--- config.mk ---
export PLATFORM = sky130hd
export DESIGN_NAME = masked_share_encoder
export DESIGN_NICKNAME = d
export VERILOG_FILES = /design/src/rtl/masking_pkg.sv /design/src/rtl/share_skid_buffer.sv /design/src/rtl/masked_share_encoder.sv
export SDC_FILE = /design/constraint.sdc
export NUM_CORES = 1
export LEC_CHECK = 0
export ABC_CLOCK_PERIOD_IN_PS = 3500
export BUFFER_PORTS_ARGS = -buffer_cell sky130_fd_sc_hd__buf_2
export CORE_MARGIN = 1.5
export CORE_UTILIZATION = 35
export CTS_CLUSTER_DIAMETER = 100
export DETAILED_ROUTE_END_ITERATION = 10
export GPL_TIMING_DRIVEN = 0
export MAX_ROUTING_LAYER = met4
export PLACE_DENSITY = 0.6
export SYNTH_ARGS = -nofsm -noshare
export SYNTH_HDL_FRONTEND = slang
export SYNTH_SLANG_ARGS = --single-unit
--- constraint.sdc ---
create_clock -name clock_0 -period 3.5 [get_ports clock_0]
set_input_delay 0.35 -clock clock_0 [delete_from_list [all_inputs] [get_ports clock_0]]
set_output_delay 0.35 -clock clock_0 [all_outputs]
set_load 0.01 [all_outputs]
--- src/rtl/masking_pkg.sv ---
// Shared constants for the 3-share Boolean masking interface.
// The randomness bus packs word R0_WORD in its low WIDTH bits and R1_WORD above it.
package masking_pkg;

  localparam int NUM_SHARES         = 3;
  localparam int RAND_WORDS_PER_ENC = 2;

  localparam int S0 = 0;
  localparam int S1 = 1;
  localparam int S2 = 2;

  localparam int R0_WORD = 0;
  localparam int R1_WORD = 1;

  typedef enum logic [1:0] {
    BUF_EMPTY = 2'd0,
    BUF_ONE   = 2'd1,
    BUF_TWO   = 2'd2
  } buf_state_e;

endpackage

--- src/rtl/share_skid_buffer.sv ---
// Two-entry share FIFO with one register bank per share index.
// Popped slots are cleared and outputs are zero while empty.
//
// state     | meaning
// BUF_EMPTY | no triple held, output valid low
// BUF_ONE   | one triple held, push and pop may overlap
// BUF_TWO   | full, push blocked
module share_skid_buffer
  import masking_pkg::*;
#(
  parameter int SHARE_W = 8
) (
  input  logic                          clk,
  input  logic                          rst,
  input  logic                          push_i,
  input  logic [NUM_SHARES*SHARE_W-1:0] push_data_i,
  output logic                          full_o,
  input  logic                          pop_ready_i,
  output logic                          out_valid_o,
  output logic [NUM_SHARES*SHARE_W-1:0] out_data_o
);

  buf_state_e state_q, state_d;
  logic       wr_ptr_q, wr_ptr_d;
  logic       rd_ptr_q, rd_ptr_d;
  logic [NUM_SHARES-1:0][1:0][SHARE_W-1:0] bank_q, bank_d;
  logic       push;
  logic       pop;

  assign push = push_i & (state_q != BUF_TWO);
  assign pop  = pop_ready_i & (state_q != BUF_EMPTY);

  always_ff @(posedge clk) begin
    if (rst) begin
      state_q  <= BUF_EMPTY;
      wr_ptr_q <= 1'b0;
      rd_ptr_q <= 1'b0;
      bank_q   <= '0;
    end else begin
      state_q  <= state_d;
      wr_ptr_q <= wr_ptr_d;
      rd_ptr_q <= rd_ptr_d;
      bank_q   <= bank_d;
    end
  end

  always_comb begin
    state_d  = state_q;
    wr_ptr_d = wr_ptr_q ^ push;
    rd_ptr_d = rd_ptr_q ^ pop;
    case (state_q)
      BUF_EMPTY: if (push) state_d = BUF_ONE;
      BUF_ONE: begin
        if (push && !pop)      state_d = BUF_TWO;
        else if (pop && !push) state_d = BUF_EMPTY;
      end
      BUF_TWO:   if (pop) state_d = BUF_ONE;
      default:   state_d = BUF_EMPTY;
    endcase
    // each bank is written and cleared only from its own share slice
    bank_d = bank_q;
    for (int s = 0; s < NUM_SHARES; s++) begin
      if (pop)  bank_d[s][rd_ptr_q] = '0;
      if (push) bank_d[s][wr_ptr_q] = push_data_i[s*SHARE_W +: SHARE_W];
    end
  end

  always_comb begin
    full_o      = (state_q == BUF_TWO);
    out_valid_o = (state_q != BUF_EMPTY);
    out_data_o  = '0;
    for (int s = 0; s < NUM_SHARES; s++) begin
      out_data_o[s*SHARE_W +: SHARE_W] = out_valid_o ? bank_q[s][rd_ptr_q] : '0;
    end
  end

endmodule

--- src/rtl/masked_share_encoder.sv ---
// Encodes a plaintext word into three Boolean shares (x^r0^r1, r0, r1) and buffers them.
// Also counts cycles where plaintext waits on missing randomness.
module masked_share_encoder
  import masking_pkg::*;
#(
  parameter int WIDTH = 8,
  parameter int CNT_W = 16
) (
  input  logic                          clock_0,
  input  logic                          reset_0,
  input  logic [WIDTH-1:0]              io_in_data,
  input  logic                          io_in_valid,
  output logic                          io_in_ready,
  input  logic [RAND_WORDS_PER_ENC*WIDTH-1:0] p_rand_data,
  input  logic                          p_rand_valid,
  output logic                          p_rand_ready,
  output logic [WIDTH-1:0]              io_o_s0,
  output logic [WIDTH-1:0]              io_o_s1,
  output logic [WIDTH-1:0]              io_o_s2,
  output logic                          io_o_valid,
  input  logic                          io_o_ready,
  output logic [CNT_W-1:0]              stat_starve_cnt
);

  logic                        full;
  logic                        fire;
  logic [WIDTH-1:0]            r0;
  logic [WIDTH-1:0]            r1;
  logic [NUM_SHARES*WIDTH-1:0] enc;
  logic [NUM_SHARES*WIDTH-1:0] out_data;
  logic [CNT_W-1:0]            starve_cnt_q, starve_cnt_d;

  assign r0 = p_rand_data[R0_WORD*WIDTH +: WIDTH];
  assign r1 = p_rand_data[R1_WORD*WIDTH +: WIDTH];

  assign io_in_ready  = !reset_0 & !full & p_rand_valid;
  assign p_rand_ready = !reset_0 & !full & io_in_valid;
  assign fire         = !reset_0 & !full & io_in_valid & p_rand_valid;

  always_comb begin
    enc                        = '0;
    enc[S0*WIDTH +: WIDTH]     = io_in_data ^ r0 ^ r1;
    enc[S1*WIDTH +: WIDTH]     = r0;
    enc[S2*WIDTH +: WIDTH]     = r1;
  end

  share_skid_buffer #(
    .SHARE_W (WIDTH)
  ) u_buf (
    .clk         (clock_0),
    .rst         (reset_0),
    .push_i      (fire),
    .push_data_i (enc),
    .full_o      (full),
    .pop_ready_i (io_o_ready),
    .out_valid_o (io_o_valid),
    .out_data_o  (out_data)
  );

  assign io_o_s0 = out_data[S0*WIDTH +: WIDTH];
  assign io_o_s1 = out_data[S1*WIDTH +: WIDTH];
  assign io_o_s2 = out_data[S2*WIDTH +: WIDTH];

  // saturating: holds at all-ones instead of wrapping
  always_comb begin
    starve_cnt_d = starve_cnt_q;
    if (io_in_valid && !p_rand_valid && (starve_cnt_q != {CNT_W{1'b1}}))
      starve_cnt_d = starve_cnt_q + 1'b1;
  end

  always_ff @(posedge clock_0) begin
    if (reset_0) starve_cnt_q <= '0;
    else         starve_cnt_q <= starve_cnt_d;
  end

  assign stat_starve_cnt = starve_cnt_q;

endmodule

==> metrics.txt <==
crit end category=primary output; Hold Path Class=primary input to flip-flop; WP data arrival=2.03 ns; pin count of the biggest net entering global routing=14; WS Path Type=flip-flop to primary output; IO Port Bufs=71; Avg WL per Cell=15.18 um; TritonCTS Buffers=9; Max Fanout on Critical Path=10; Syn Nets=443; fmax=0.4195 GHz; Die ar.=10,100 um2; Sw Share=27.62%; drt drc=0; total negative setup slack=0 ns; post-synthesis sequential area ratio=40.90%; static leakage=0.001481 uW; startpoint types=flip-flop; max-slew violation count=0; initial antenna violation count=0; initial core utilization=36.02%; Routed Antenna Nets=0; Critical Path RT=3.15 ns; sequential power share=48.7%; Tot GR Track Use=20.46%; clock buffer depth=2; global-route wire length before repair=15.53 mm; # diodes=0; Post-DP Area=3845 um2; design area=4045 um2; Clock power frac=40.3%; Internal=1188 uW; vias in the first global route=3,112; H-tree depth=3; status=completed; Hold Vio Cnt, Final=0; Overflow after GRT=0; Util after Layout=43.78%; DR pass1 iterations=4; count of final setup violators=0; Site Rows=35; CTS tree=built; Switch Pwr=453.1 uW; Layout Skew=0.006834 ns; post-synthesis register bit count=68; Area Overhead vs Synth=21.54%; Comb pwr share=10.9%; synth warn=0; RSZ-0062 raised after global routing=no; clk slew on worst S/H paths=0.08 ns; # resized after CTS=0; Die Ht=100.5 um; Hold-fix buffers, CTS=0; Worst-Skew Late Latency=0.35 ns; total wire length=9.548 mm; Mapped Cells=413; # IOs=72; NumNets Final=525; Starting DRT DRC Count=186; Via density=5.159; actual slew at the worst max-slew pin=0.6749 ns; die extent in x=100.5 um; VDD IR max=0.1582 mV; Setup Buffers After CTS=0; layout cells sized above 1=21.60%; total core area=9240 um2; root buf cell=clkbuf_8; part of the cycle the worst path needs=68.11%; gpl congestion=0.8542; Slew Limit Headroom=55.01%; Cell variety after synth=41; Mean Syn Cell Area=8.059 um2; Max Cap Viol=0; Sink Count=68; vias post-DR=3,245; HPWL after DPL=6.743 mm; post-route minimum period=2.384 ns; Synth Cell Area=3328 um2; pwr/cell area=405.6 nW/um2
-- layout by cell type, fill, tap and decap left out, types with 2 or more instances in the layout --
master / Yosys / routed
o21ai_0: 6 / 6
buf_2: 10 / 81
nand3_1: 53 / 53
nand2b_1: 2 / 2
clkinvlp_4: 0 / 2
dfxtp_1: 68 / 68
xnor2_1: 16 / 16
buf_6: 3 / 3
clkbuf_1: 15 / 15
nand4_1: 3 / 3
or4_1: 6 / 6
clkinv_4: 0 / 2
nor3_1: 3 / 3
nand2_1: 57 / 57
mux2i_1: 26 / 26
nor2_1: 32 / 32
inv_1: 4 / 4
a21oi_1: 61 / 61
and3_1: 5 / 5
and4_1: 3 / 3
clkbuf_8: 0 / 9
o21a_1: 3 / 3
mux2_2: 3 / 3
nor2b_1: 4 / 4
o31ai_1: 5 / 5
nor4_1: 2 / 2
a31oi_1: 2 / 2
or3_1: 5 / 5
-- power by group through the flow --
stage	logic, uW	registers (uW)	clock network, uW
floorplan	109	816	0
global placement	178	817	0
detailed placement	180	818	0
CTS	180	799	675
global route	196	802	716
finish	179	799	662
-- layout make-up --
cell class,instances,area [um2]
fill,976,5195
multi-input combinational,311,1800
sequential,68,1361
timing repair buffer,71,355.3
tap,129,161.4
buffer,30,151.4
clock buffer,9,123.9
clock inverter,7,76.32
inverter,4,15.01
-- cells by family (layout without fill, tap and decap cells) --
family | Yosys count | after routing | share of synthesized area (%)
AO/OA/AOI/OAI | 82 | 82 | 13.57
flip-flops | 68 | 68 | 40.90
XOR/XNOR | 16 | 16 | 4.210
multiplexers | 29 | 29 | 8.835
AND/OR/NAND/NOR | 183 | 183 | 27.11
buffers and inverters | 34 | 121 | 5.000
adder cells (fa/ha/maj) | 1 | 1 | 0.3759
-- critical path, cell delays in order, from the launching register on --
cell and delay [ns]:
dfxtp_1 0.37, nor2_1 0.48, clkbuf_1 0.52, nor2_1 0.15
buf_2 0.17
-- synth_stat cells --
cell type	instances	area, um2
dfxtp_1	68	1361
a21oi_1	61	305.3
nand2_1	57	214.0
nand3_1	53	265.3
nor2_1	32	120.1
mux2i_1	26	260.3
xnor2_1	16	140.1
clkbuf_1	15	56.30
buf_2	10	50.05
o21ai_0	6	30.03
or4_1	6	45.04
and3_1	5	31.28
o31ai_1	5	37.54
or3_1	5	31.28
inv_1	4	15.01
nor2b_1	4	25.02
and4_1	3	26.28
buf_6	3	33.78
mux2_2	3	33.78
nand4_1	3	18.77
nor3_1	3	15.01
o21a_1	3	22.52
a31oi_1	2	12.51
nand2b_1	2	12.51
nor4_1	2	12.51
a311oi_1	1	8.760
a41o_1	1	10.01
and2_1	1	6.260
and3b_1	1	8.760
and4b_1	1	10.01
and4b_4	1	13.76
buf_1	1	3.750
buf_4	1	7.510
ha_1	1	12.51
nand3_2	1	10.01
nor2b_2	1	8.760
nor4_4	1	21.27
o211ai_1	1	7.510
o22a_1	1	8.760
o31a_1	1	8.760
or2_1	1	6.260
-- flip-flops by register name, summed over array words and instances, names as in the netlist --
signal	flops
u_buf.bank_q	48
stat_starve_cnt	16
u_buf.state_q	2
u_buf.rd_ptr_q	1
u_buf.wr_ptr_q	1
-- layer usage --
metal  track usage (%)  share of wire [%]  up-vias
met2             32.50                 48       82
met3             2.913                4.4       21
met4             9.967                2.2        0
li1                  -                  -     1612
met1             25.61                 45     1530
met5                 -                  0        -
-- final timing paths --
kind / startpoint / end / slack [ns] / cells past startpoint
worst max-delay path: u_buf.state_q[0] / io_o_s1[5] / 1.12 / 4
worst min-delay path: io_o_ready / u_buf.state_q[1] / 0.25 / 2
worst max register to register: u_buf.state_q[1] / u_buf.bank_q[21] / 1.62 / 5
worst min register to register: u_buf.bank_q[13] / u_buf.bank_q[13] / 0.47 / 2
-- through the flow --
stage	worst slack [ns]	std cells	power [uW]	hold slack, ns
finish	1.116	629	1641	0.2522
global route	0.9681	629	1714	0.2466
CTS	1.064	629	1654	0.2405
detailed placement	1.486	613	997.2	0.4590
global placement	1.509	613	994.2	0.4525
floorplan	1.808	413	924.2	0.4293
(Power assumes the default switching activity.)
